**config.mk**
```make
export PLATFORM = sky130hd
export DESIGN_NAME = seq_alu_flat
export DESIGN_NICKNAME = d
export VERILOG_FILES = /design/src/rtl/seq_alu_if.sv /design/src/rtl/seq_alu.sv /design/src/flat_wrapper.sv
export SDC_FILE = /design/constraint.sdc
export NUM_CORES = 1
export LEC_CHECK = 0
export CAP_MARGIN = 0
export CORE_MARGIN = 2
export CORE_UTILIZATION = 51
export CTS_CLUSTER_SIZE = 16
export DETAILED_ROUTE_END_ITERATION = 12
export HOLD_SLACK_MARGIN = 0.06
export PLACE_DENSITY = 0.68
export SYNTH_ARGS = -nofsm -noshare
export SYNTH_HDL_FRONTEND = slang
export SYNTH_SLANG_ARGS = --single-unit
```
**constraint.sdc**
```tcl
create_clock -name clk -period 7.25 [get_ports clk]
set_clock_uncertainty 0.15 [all_clocks]
set_input_delay 0.725 -clock clk [delete_from_list [all_inputs] [get_ports clk]]
set_output_delay 0.725 -clock clk [all_outputs]
set_load 0.02 [all_outputs]
```
**src/rtl/seq_alu_if.sv**
```systemverilog
// Operand/result handshake bundle for seq_alu.
// The master side issues operands and consumes results; the ALU is the slave.
interface seq_alu_if #(
    parameter int WIDTH = 32
);
    logic             in_valid;
    logic             in_ready;
    logic [WIDTH-1:0] A;
    logic [WIDTH-1:0] B;
    logic             Cin;
    logic [4:0]       Card;
    logic             out_valid;
    logic             out_ready;
    logic [WIDTH-1:0] F;
    logic [WIDTH-1:0] H;
    logic             Cout;
    logic             Zero;
    logic             Neg;
    logic             Ovf;

    modport master (
        output in_valid, A, B, Cin, Card, out_ready,
        input  in_ready, out_valid, F, H, Cout, Zero, Neg, Ovf
    );

    modport slave (
        input  in_valid, A, B, Cin, Card, out_ready,
        output in_ready, out_valid, F, H, Cout, Zero, Neg, Ovf
    );
endinterface

```
**src/rtl/seq_alu.sv**
```systemverilog
// Registered ALU with N/Z/C/V flags, shifts and an iterative shift-add unsigned multiplier.
// state | meaning
// IDLE  | waiting for an operand bundle
// BUSY  | multiplier iterating, one partial product per clock
// DONE  | result registers valid, held until the consumer takes them
module seq_alu #(
    parameter int WIDTH = 32
) (
    input  logic      clk,
    input  logic      rst_n,
    seq_alu_if.slave  bus
);
    localparam int         SHW    = $clog2(WIDTH);
    localparam logic [4:0] OP_MUL = 5'b10100;

    typedef enum logic [1:0] {IDLE, BUSY, DONE} state_t;

    state_t           state, state_nx;
    logic             in_ready, accept, is_mul;
    logic [SHW-1:0]   cnt, shamt;
    logic [WIDTH-1:0] mcand, mp_hi, mp_lo;
    logic [WIDTH:0]   mp_sum;
    logic [WIDTH-1:0] mul_hi, mul_lo;
    logic [WIDTH-1:0] f_q, h_q;
    logic             cout_q, zero_q, neg_q, ovf_q;

    logic [WIDTH-1:0] alu_f, ax, ay;
    logic [WIDTH:0]   asum;
    logic             aci, arith, valid_op;
    logic             alu_cout, alu_zero, alu_neg, alu_ovf;

    assign is_mul = (bus.Card == OP_MUL);
    assign accept = in_ready & bus.in_valid;
    assign shamt  = bus.B[SHW-1:0];

    always_ff @(posedge clk or negedge rst_n) begin
        if (!rst_n) state <= IDLE;
        else        state <= state_nx;
    end

    always_comb begin
        state_nx = state;
        in_ready = 1'b0;
        case (state)
            IDLE: begin
                in_ready = 1'b1;
                if (bus.in_valid) state_nx = is_mul ? BUSY : DONE;
            end
            BUSY: begin
                if (cnt == '0) state_nx = DONE;
            end
            DONE: begin
                if (bus.out_ready) begin
                    in_ready = 1'b1;
                    if (bus.in_valid) state_nx = is_mul ? BUSY : DONE;
                    else              state_nx = IDLE;
                end
            end
            default: state_nx = IDLE;
        endcase
    end

    // Subtractions are folded into one adder as X + ~Y + carry-in.
    always_comb begin
        alu_f    = '1;
        ax       = '0;
        ay       = '0;
        aci      = 1'b0;
        arith    = 1'b0;
        valid_op = 1'b1;
        alu_cout = 1'b0;
        alu_ovf  = 1'b0;
        case (bus.Card)
            5'b00001: begin arith = 1'b1; ax = bus.A; ay = bus.B;  aci = 1'b0;     end
            5'b00010: begin arith = 1'b1; ax = bus.A; ay = bus.B;  aci = bus.Cin;  end
            5'b00011: begin arith = 1'b1; ax = bus.A; ay = ~bus.B; aci = 1'b1;     end
            5'b00100: begin arith = 1'b1; ax = bus.A; ay = ~bus.B; aci = ~bus.Cin; end
            5'b00101: begin arith = 1'b1; ax = bus.B; ay = ~bus.A; aci = 1'b1;     end
            5'b00110: begin arith = 1'b1; ax = bus.B; ay = ~bus.A; aci = ~bus.Cin; end
            5'b00111: alu_f = bus.A;
            5'b01000: alu_f = bus.B;
            5'b01001: alu_f = ~bus.A;
            5'b01010: alu_f = ~bus.B;
            5'b01011: alu_f = bus.A | bus.B;
            5'b01100: alu_f = bus.A & bus.B;
            5'b01101: alu_f = ~(bus.A ^ bus.B);
            5'b01110: alu_f = bus.A ^ bus.B;
            5'b01111: alu_f = ~(bus.A & bus.B);
            5'b10000: alu_f = '0;
            5'b10001: alu_f = bus.A << shamt;
            5'b10010: alu_f = bus.A >> shamt;
            5'b10011: alu_f = $signed(bus.A) >>> shamt;
            OP_MUL:   alu_f = '0;
            default:  valid_op = 1'b0;
        endcase
        asum = {1'b0, ax} + {1'b0, ay} + {{WIDTH{1'b0}}, aci};
        if (arith) begin
            alu_f    = asum[WIDTH-1:0];
            alu_cout = asum[WIDTH];
            alu_ovf  = (ax[WIDTH-1] == ay[WIDTH-1]) && (asum[WIDTH-1] != ax[WIDTH-1]);
        end
        alu_zero = valid_op && (alu_f == '0);
        alu_neg  = valid_op && alu_f[WIDTH-1];
    end

    // Multiplier LSB first: add multiplicand into the high half, then shift {hi, lo} right.
    assign mp_sum = {1'b0, mp_hi} + (mp_lo[0] ? {1'b0, mcand} : {(WIDTH+1){1'b0}});
    assign mul_hi = mp_sum[WIDTH:1];
    assign mul_lo = {mp_sum[0], mp_lo[WIDTH-1:1]};

    always_ff @(posedge clk or negedge rst_n) begin
        if (!rst_n) begin
            cnt    <= '0;
            mcand  <= '0;
            mp_hi  <= '0;
            mp_lo  <= '0;
            f_q    <= '0;
            h_q    <= '0;
            cout_q <= 1'b0;
            zero_q <= 1'b0;
            neg_q  <= 1'b0;
            ovf_q  <= 1'b0;
        end else if (accept) begin
            if (is_mul) begin
                mcand <= bus.A;
                mp_hi <= '0;
                mp_lo <= bus.B;
                cnt   <= SHW'(WIDTH - 1);
            end else begin
                f_q    <= alu_f;
                h_q    <= '0;
                cout_q <= alu_cout;
                zero_q <= alu_zero;
                neg_q  <= alu_neg;
                ovf_q  <= alu_ovf;
            end
        end else if (state == BUSY) begin
            mp_hi <= mul_hi;
            mp_lo <= mul_lo;
            if (cnt == '0) begin
                f_q    <= mul_lo;
                h_q    <= mul_hi;
                cout_q <= 1'b0;
                zero_q <= (mul_lo == '0) && (mul_hi == '0);
                neg_q  <= mul_lo[WIDTH-1];
                ovf_q  <= 1'b0;
            end else begin
                cnt <= cnt - SHW'(1);
            end
        end
    end

    assign bus.in_ready  = in_ready;
    assign bus.out_valid = (state == DONE);
    assign bus.F         = f_q;
    assign bus.H         = h_q;
    assign bus.Cout      = cout_q;
    assign bus.Zero      = zero_q;
    assign bus.Neg       = neg_q;
    assign bus.Ovf       = ovf_q;
endmodule

```
**src/flat_wrapper.sv**
```systemverilog
// flat-port wrapper written by rule: the top's interface ports become plain ports
module seq_alu_flat 
#(
    parameter int WIDTH = 32
)
  (clk, rst_n, bus_in_valid, bus_A, bus_B, bus_Cin, bus_Card, bus_out_ready, bus_in_ready, bus_out_valid, bus_F, bus_H, bus_Cout, bus_Zero, bus_Neg, bus_Ovf);
  seq_alu_if #(.WIDTH(WIDTH)) bus_i ();
  input  logic clk;
  input  logic rst_n;
  input wire logic [$bits(bus_i.in_valid)-1:0] bus_in_valid;
  input wire logic [$bits(bus_i.A)-1:0] bus_A;
  input wire logic [$bits(bus_i.B)-1:0] bus_B;
  input wire logic [$bits(bus_i.Cin)-1:0] bus_Cin;
  input wire logic [$bits(bus_i.Card)-1:0] bus_Card;
  input wire logic [$bits(bus_i.out_ready)-1:0] bus_out_ready;
  output wire logic [$bits(bus_i.in_ready)-1:0] bus_in_ready;
  output wire logic [$bits(bus_i.out_valid)-1:0] bus_out_valid;
  output wire logic [$bits(bus_i.F)-1:0] bus_F;
  output wire logic [$bits(bus_i.H)-1:0] bus_H;
  output wire logic [$bits(bus_i.Cout)-1:0] bus_Cout;
  output wire logic [$bits(bus_i.Zero)-1:0] bus_Zero;
  output wire logic [$bits(bus_i.Neg)-1:0] bus_Neg;
  output wire logic [$bits(bus_i.Ovf)-1:0] bus_Ovf;
  assign bus_i.in_valid = bus_in_valid;
  assign bus_i.A = bus_A;
  assign bus_i.B = bus_B;
  assign bus_i.Cin = bus_Cin;
  assign bus_i.Card = bus_Card;
  assign bus_i.out_ready = bus_out_ready;
  assign bus_in_ready = bus_i.in_ready;
  assign bus_out_valid = bus_i.out_valid;
  assign bus_F = bus_i.F;
  assign bus_H = bus_i.H;
  assign bus_Cout = bus_i.Cout;
  assign bus_Zero = bus_i.Zero;
  assign bus_Neg = bus_i.Neg;
  assign bus_Ovf = bus_i.Ovf;
  seq_alu #(.WIDTH(WIDTH)) u_core (.clk(clk), .rst_n(rst_n), .bus(bus_i));
endmodule
```
==> out/qor.csv, run 1 <==
metric,value,unit
outcome,"finished, final reports clean",
drt-initial-drc-count,3546,
nFillCells,3485,
p_sw_share,42.2,%
final_cell_mix,"339 x nand2_1, 265 x o21ai_0, 171 x nor2_1, 171 x dfrtp_1, 157 x a21oi_1",
dp_hpwl,67.4,mm
yosys_warnings,0,
critPathKind,input port to flop,
cts_tree,done,
period_share,86.3,%
crit_path_end_kind,flop,
critPathMaxFanout,32,
fin_util,58.1,%
ys_seq_elements,171,
rows,71,
place_ws,0.792,ns
antenna_found_initial,2,
postCtsSetupBuffers,0,
pwr-share-seq,34.1,%
setup_slack,0.993,ns
synth_area,0.0195,mm²
synth_edf_count,0,
min_period,6.26,ns
ys_types,88,
syn_area_per_cell,7.74,µm²
tightest_slew,1.34,ns
fp.dieW,199,µm
drcViolationCount,0,
cp.required,7.47,ns
power_frac_comb,43.2,%
drv_slew,0,
fmax,160,MHz
critPathLaunch,bus_Card[3],
postCtsResizedCells,0,
rsz0062_at_grt,false,
grt_pass1_vias,20192,
peakVddDrop,0.174,mV
area_growth,12.2,%
p_int,2.33,mW
ys_seq_area_share,22.0,%
crit_path_start_kind,input port,
cts-root-buf,clkbuf_16,
initial_core_util,51.8,%
cts_buffers,17,
finalSetupViolations,0,
cts_hold_buffers,0,
pwr-share-clk,22.7,%
relSlewSlack,10.5,%
slowest_stage,or4b_1,
critPathMaxStageDelay,0.62,ns
drive_gt1_share,8.77,%
ant_nets,0,
syn_nets,2721,
crit-reg2reg-launch,u_core.mp_lo[0],
p_leak,9.32,nW
core_area,0.0376,mm²
multi_input_area,0.0141,mm²
grt_pass1_wl,132,mm
die-area,0.0397,mm²
syn_inst,2514,
layout_commonest_cell,nand2_1,
vias_per_cell,7.13,
dr.pass1.iters,8,
grt_max_degree,100,
setup_tns,0,ns
io_pins,144,
fp.dieH,199,µm
arrival,6.47,ns
hold_viol_final,0,
place.gp.congestion,1.05,
port_buffers,143,
cts.clk_slew.worst_paths,0.07,ns
wirelength,90.5,mm
htreeDepth,4,
grt_overflow,0,
ys_async_sr_fraction,100,%
hp-class,input port to async pin,
p_sw,1.70,mW
synth_top_flop_cell,dfrtp_1,
cap_violations,0,
layout.nets,2736,
route.vias.total,21769,
worstSkewPairLatency,0.44,ns
clock-sinks,171,
crit_chain,clkdlybuf4s50_1 > buf_12 > nor3_2 > buf_4 > nand2_1 > o221ai_1 > fa_1 > inv_1 > fa_1 > nor2b_1 > o211ai_1 > a211oi_1 > buf_4 > a41oi_1 > o311a_1 > nor4_1 > nor4_1 > buf_4 > or4b_1 > nor4_1 > nand2_1 > nand3_1,
p_per_area,184,mW/mm²
clockBufferDepth,2,
seqCellArea,0.00428,mm²
track_usage,45.3,%
wl_per_cell,29.6,µm
-- cell type report --
class | count | share of cell area (%)
antenna | 1 | 0.0115
timing repair buffer | 213 | 8.91
clock buffer | 19 | 2.03
inverter | 86 | 1.48
tap | 511 | 2.93
multi-input combinational | 2040 | 64.4
clock inverter | 13 | 0.653
sequential | 171 | 19.6
-- worst paths after layout --
kind                       cells after the start                to  slack (ns)
setup / recovery                              22   u_core.bus.Zero        0.99
setup reg to reg                              14   u_core.bus.Zero        1.97
hold reg to reg                                2  u_core.mcand[30]        0.32
min in group clk                               2  u_core.mcand[30]        0.32
max in group asynchronous                      2  u_core.bus.H[11]        5.18
hold / removal                                 1   u_core.bus.H[2]        0.22
-- logic make-up (layout without fill, tap and decap cells) --
group / after synthesis / after routing / share of synthesized area, %
mux: 144 / 144 / 11.5
buf+inv: 303 / 331 / 6.15
other cells: 0 / 1 / 0
fa+ha+maj: 133 / 133 / 8.67
flops: 171 / 171 / 22.0
compound gates: 814 / 814 / 27.2
simple gates: 889 / 889 / 21.8
xor+xnor: 60 / 60 / 2.70
-- synthesized netlist by cell type, types with 13 or more instances --
master,number,area (µm²)
a21oi_1,157,786
nor2b_1,19,119
buf_2,29,145
nor2_1,175,657
xor2_1,25,219
mux2_2,23,259
or3_1,13,81.3
a211oi_1,28,210
o211ai_1,23,173
nor3_1,51,255
nand2b_1,24,150
a22oi_1,44,330
clkbuf_1,164,616
o22ai_1,23,144
mux4_2,51,1150
and2_1,46,288
buf_1,21,78.8
and3_1,23,144
mux2i_1,61,611
o2111ai_1,14,123
o21ai_0,265,1330
a21o_1,30,225
inv_1,84,315
nand4_1,15,93.8
nand2_1,340,1280
a22o_1,28,245
ha_1,130,1630
dfrtp_1,171,4280
o221ai_1,50,438
nand3_1,85,425
nor4_1,33,206
a31oi_1,15,93.8
xnor2_1,35,307
-- sequential cells by signal (all words and copies together), names as in the netlist, 2 cells and up --
| name | flops |
|---|---|
| u_core.bus.F | 32 |
| u_core.mp_hi | 32 |
| u_core.state | 2 |
| u_core.mcand | 32 |
| u_core.bus.H | 32 |
| u_core.mp_lo | 32 |
| u_core.cnt | 5 |
-- per-layer routing --
metal,wire [µm],track usage (%)
met5,27,0
met4,7230,29.3
met3,11000,11.1
met2,39300,70.1
met1,33000,56.4
-- power groups by stage --
stage / Sequential (mW) / Clock (mW) / Combinational, mW
6_report: 1.38 / 0.915 / 1.74
5_1_grt: 1.40 / 0.955 / 1.86
4_1_cts: 1.37 / 0.916 / 1.69
3_5_place_dp: 1.38 / 0 / 1.68
3_3_place_gp: 1.37 / 0 / 1.65
2_1_floorplan: 1.36 / 0 / 1.02
-- critical path: cells and delay by family --
family          cells  cell delay, ns
fa+ha+maj           2            0.74
simple gates        9            2.03
compound gates      5            1.38
buf+inv             6            1.53
-- through the flow --
step	area, µm²	std cells	power (mW)	hold WS [ns]
after floorplan	19500	2514	2.38	0.279
after global placement	21200	3021	3.02	0.305
after detailed placement	21200	3021	3.06	0.313
after CTS	21800	3053	3.97	0.270
after global routing	21800	3053	4.21	0.303
final	21800	3054	4.03	0.216
Power figures use the tool's default switching activity.
==> run 2, diff against run 1 <==
--- a/config.mk
+++ b/config.mk
@@ -7,11 +7,11 @@
 export LEC_CHECK = 0
 export CAP_MARGIN = 0
 export CORE_MARGIN = 2
-export CORE_UTILIZATION = 51
-export CTS_CLUSTER_SIZE = 16
+export CORE_UTILIZATION = 57
+export CTS_CLUSTER_SIZE = 28
 export DETAILED_ROUTE_END_ITERATION = 12
 export HOLD_SLACK_MARGIN = 0.06
-export PLACE_DENSITY = 0.68
+export PLACE_DENSITY = 0.75
 export SYNTH_ARGS = -nofsm -noshare
 export SYNTH_HDL_FRONTEND = slang
 export SYNTH_SLANG_ARGS = --single-unit
==> out/qor.csv, run 2 (synthesis results as in run 1) <==
metric,value,unit,change
outcome,"finished, final reports clean",,
multi_input_area,0.0141,mm²,about the same
seqCellArea,0.00428,mm²,unchanged
dr.pass1.iters,9,,+1
crit_path_start_kind,input port,,
grt_max_degree,100,,unchanged
worstSkewPairLatency,0.44,ns,about the same
postCtsResizedCells,0,,unchanged
cts_hold_buffers,0,,unchanged
route.vias.total,22560,,+3.6%
fp.dieH,189,µm,-5.3%
antenna_found_initial,6,,+4
core_area,0.0336,mm²,-11%
critPathKind,input port to flop,,
final_cell_mix,"339 x nand2_1, 265 x o21ai_0, 171 x nor2_1, 171 x dfrtp_1, 157 x a21oi_1",,
crit_path_end_kind,flop,,
vias_per_cell,7.55,,+5.9%
fin_util,64.6,%,+6.5 points
rrSetupSlack,1.97,ns,about the same
period_share,85.7,%,-0.60 points
ant_nets,0,,unchanged
drcViolationCount,0,,unchanged
postCtsSetupBuffers,0,,unchanged
cts.clk_slew.worst_paths,0.07,ns,about the same
layout.nets,2733,,-0.11%
drt-initial-drc-count,3937,,+11%
p_per_area,187,mW/mm²,+1.6%
arrival,6.43,ns,-0.04 ns
p_leak,9.29,nW,-0.22%
layout_commonest_cell,nand2_1,,
cp.required,7.46,ns,about the same
relSlewSlack,3.33,%,-7.2 points
initial_core_util,57.9,%,+6.1 points
setup_tns,0,ns,unchanged
port_buffers,143,,unchanged
grt_pass1_vias,21201,,+5.0%
nFillCells,2739,,-21%
cts-root-buf,clkbuf_16,,
drv_slew,0,,unchanged
cap_violations,0,,unchanged
die-area,0.0356,mm²,-10%
place.gp.congestion,1.11,,+6.4%
clock-sinks,171,,unchanged
grt_pass1_wl,135,mm,+1.8%
rsz0062_at_grt,false,,
hold_viol_final,0,,unchanged
critPathMaxFanout,31,,-3.1%
wl_per_cell,30.5,µm,+2.7%
rows,67,,-5.6%
track_usage,50.3,%,+5.0 points
area_growth,11.6,%,
io_pins,144,,unchanged
peakVddDrop,0.194,mV,+12%
fmax,161,MHz,+0.70%
cts_tree,done,,
fp.dieW,189,µm,-5.3%
grt_overflow,0,,unchanged
clockBufferDepth,2,,unchanged
dp_hpwl,65.9,mm,-2.2%
drive_gt1_share,8.66,%,-0.11 points
htreeDepth,4,,unchanged
tightest_slew,1.43,ns,+0.0922 ns
cts_buffers,17,,unchanged
min_period,6.21,ns,-0.0432 ns
wirelength,91.0,mm,+0.53%
finalSetupViolations,0,,unchanged
hp-class,input port to async pin,,
[run 2: through the flow]
stage	power, mW	cell area [µm²]	instances	hold WS, ns	setup slack (ns)
after floorplan	2.38	19500	2514	0.279	1.02
after global placement	3.00	21100	2955	0.305	0.791
after detailed placement	3.06	21100	2955	0.312	0.743
after CTS	3.96	21700	2987	0.269	1.18
after global routing	4.21	21700	2987	0.290	0.704
final	4.07	21700	2989	0.208	1.04
[run 2: area by class of cell]
type                    count  share of cell area (%)
well taps                 448                    2.58
inverters                  86                    1.49
clock inverters            13                   0.536
multi-input cells        2040                    64.8
flip-flops and latches    171                    19.7
diodes                      2                  0.0231
clock buffers              19                    2.04
repair buffers            210                    8.85
[run 2: path summary, 6_finish.rpt]
| check | to | depth (start not counted) | from |
|---|---|---|---|
| hold reg to reg | u_core.mcand[2] | 2 | u_core.mcand[2] |
| min in group clk | u_core.mcand[2] | 2 | u_core.mcand[2] |
| setup reg to reg | u_core.bus.Zero | 15 | u_core.mp_lo[0] |
| max in group asynchronous | u_core.bus.H[21] | 2 | rst_n |
| setup / recovery | u_core.bus.Zero | 19 | bus_Card[2] |
| hold / removal | u_core.mp_hi[5] | 1 | rst_n |
[run 2: where the power goes]
group          leakage (nW)  total (mW)  internal, mW  switching (mW)
Sequential             2.22        1.37          1.17           0.206
Combinational          6.80        1.81         0.648            1.16
Clock                 0.270       0.886         0.484           0.402
Total                  9.29        4.07          2.30            1.77
[run 2: layer usage]
| metal | GRT usage [%] | vias to the layer above | share of wire (%) |
|---|---|---|---|
| li1 | - | 9392 | - |
| met1 | 61.8 | 10540 | 35 |
| met2 | 75.2 | 2080 | 42 |
| met3 | 14.1 | 540 | 14 |
| met4 | 37.3 | 8 | 9.2 |
| met5 | 0 | - | 0.068 |
[run 2: critical path, cell delays in order]
cell and delay [ns]:
clkdlybuf4s50_1 0.72, buf_4 0.35, nor3_2 0.23, nand2b_1 0.16, buf_4 0.36, a22oi_1 0.18, fa_1 0.48, nor2b_1 0.17
o211ai_1 0.13, a211oi_1 0.51, a41oi_1 0.42, o311a_1 0.46, nor4_1 0.26, nor4_1 0.12, buf_4 0.15, or4b_1 0.55
nor4_1 0.25, nand2_1 0.10, nand3_1 0.09
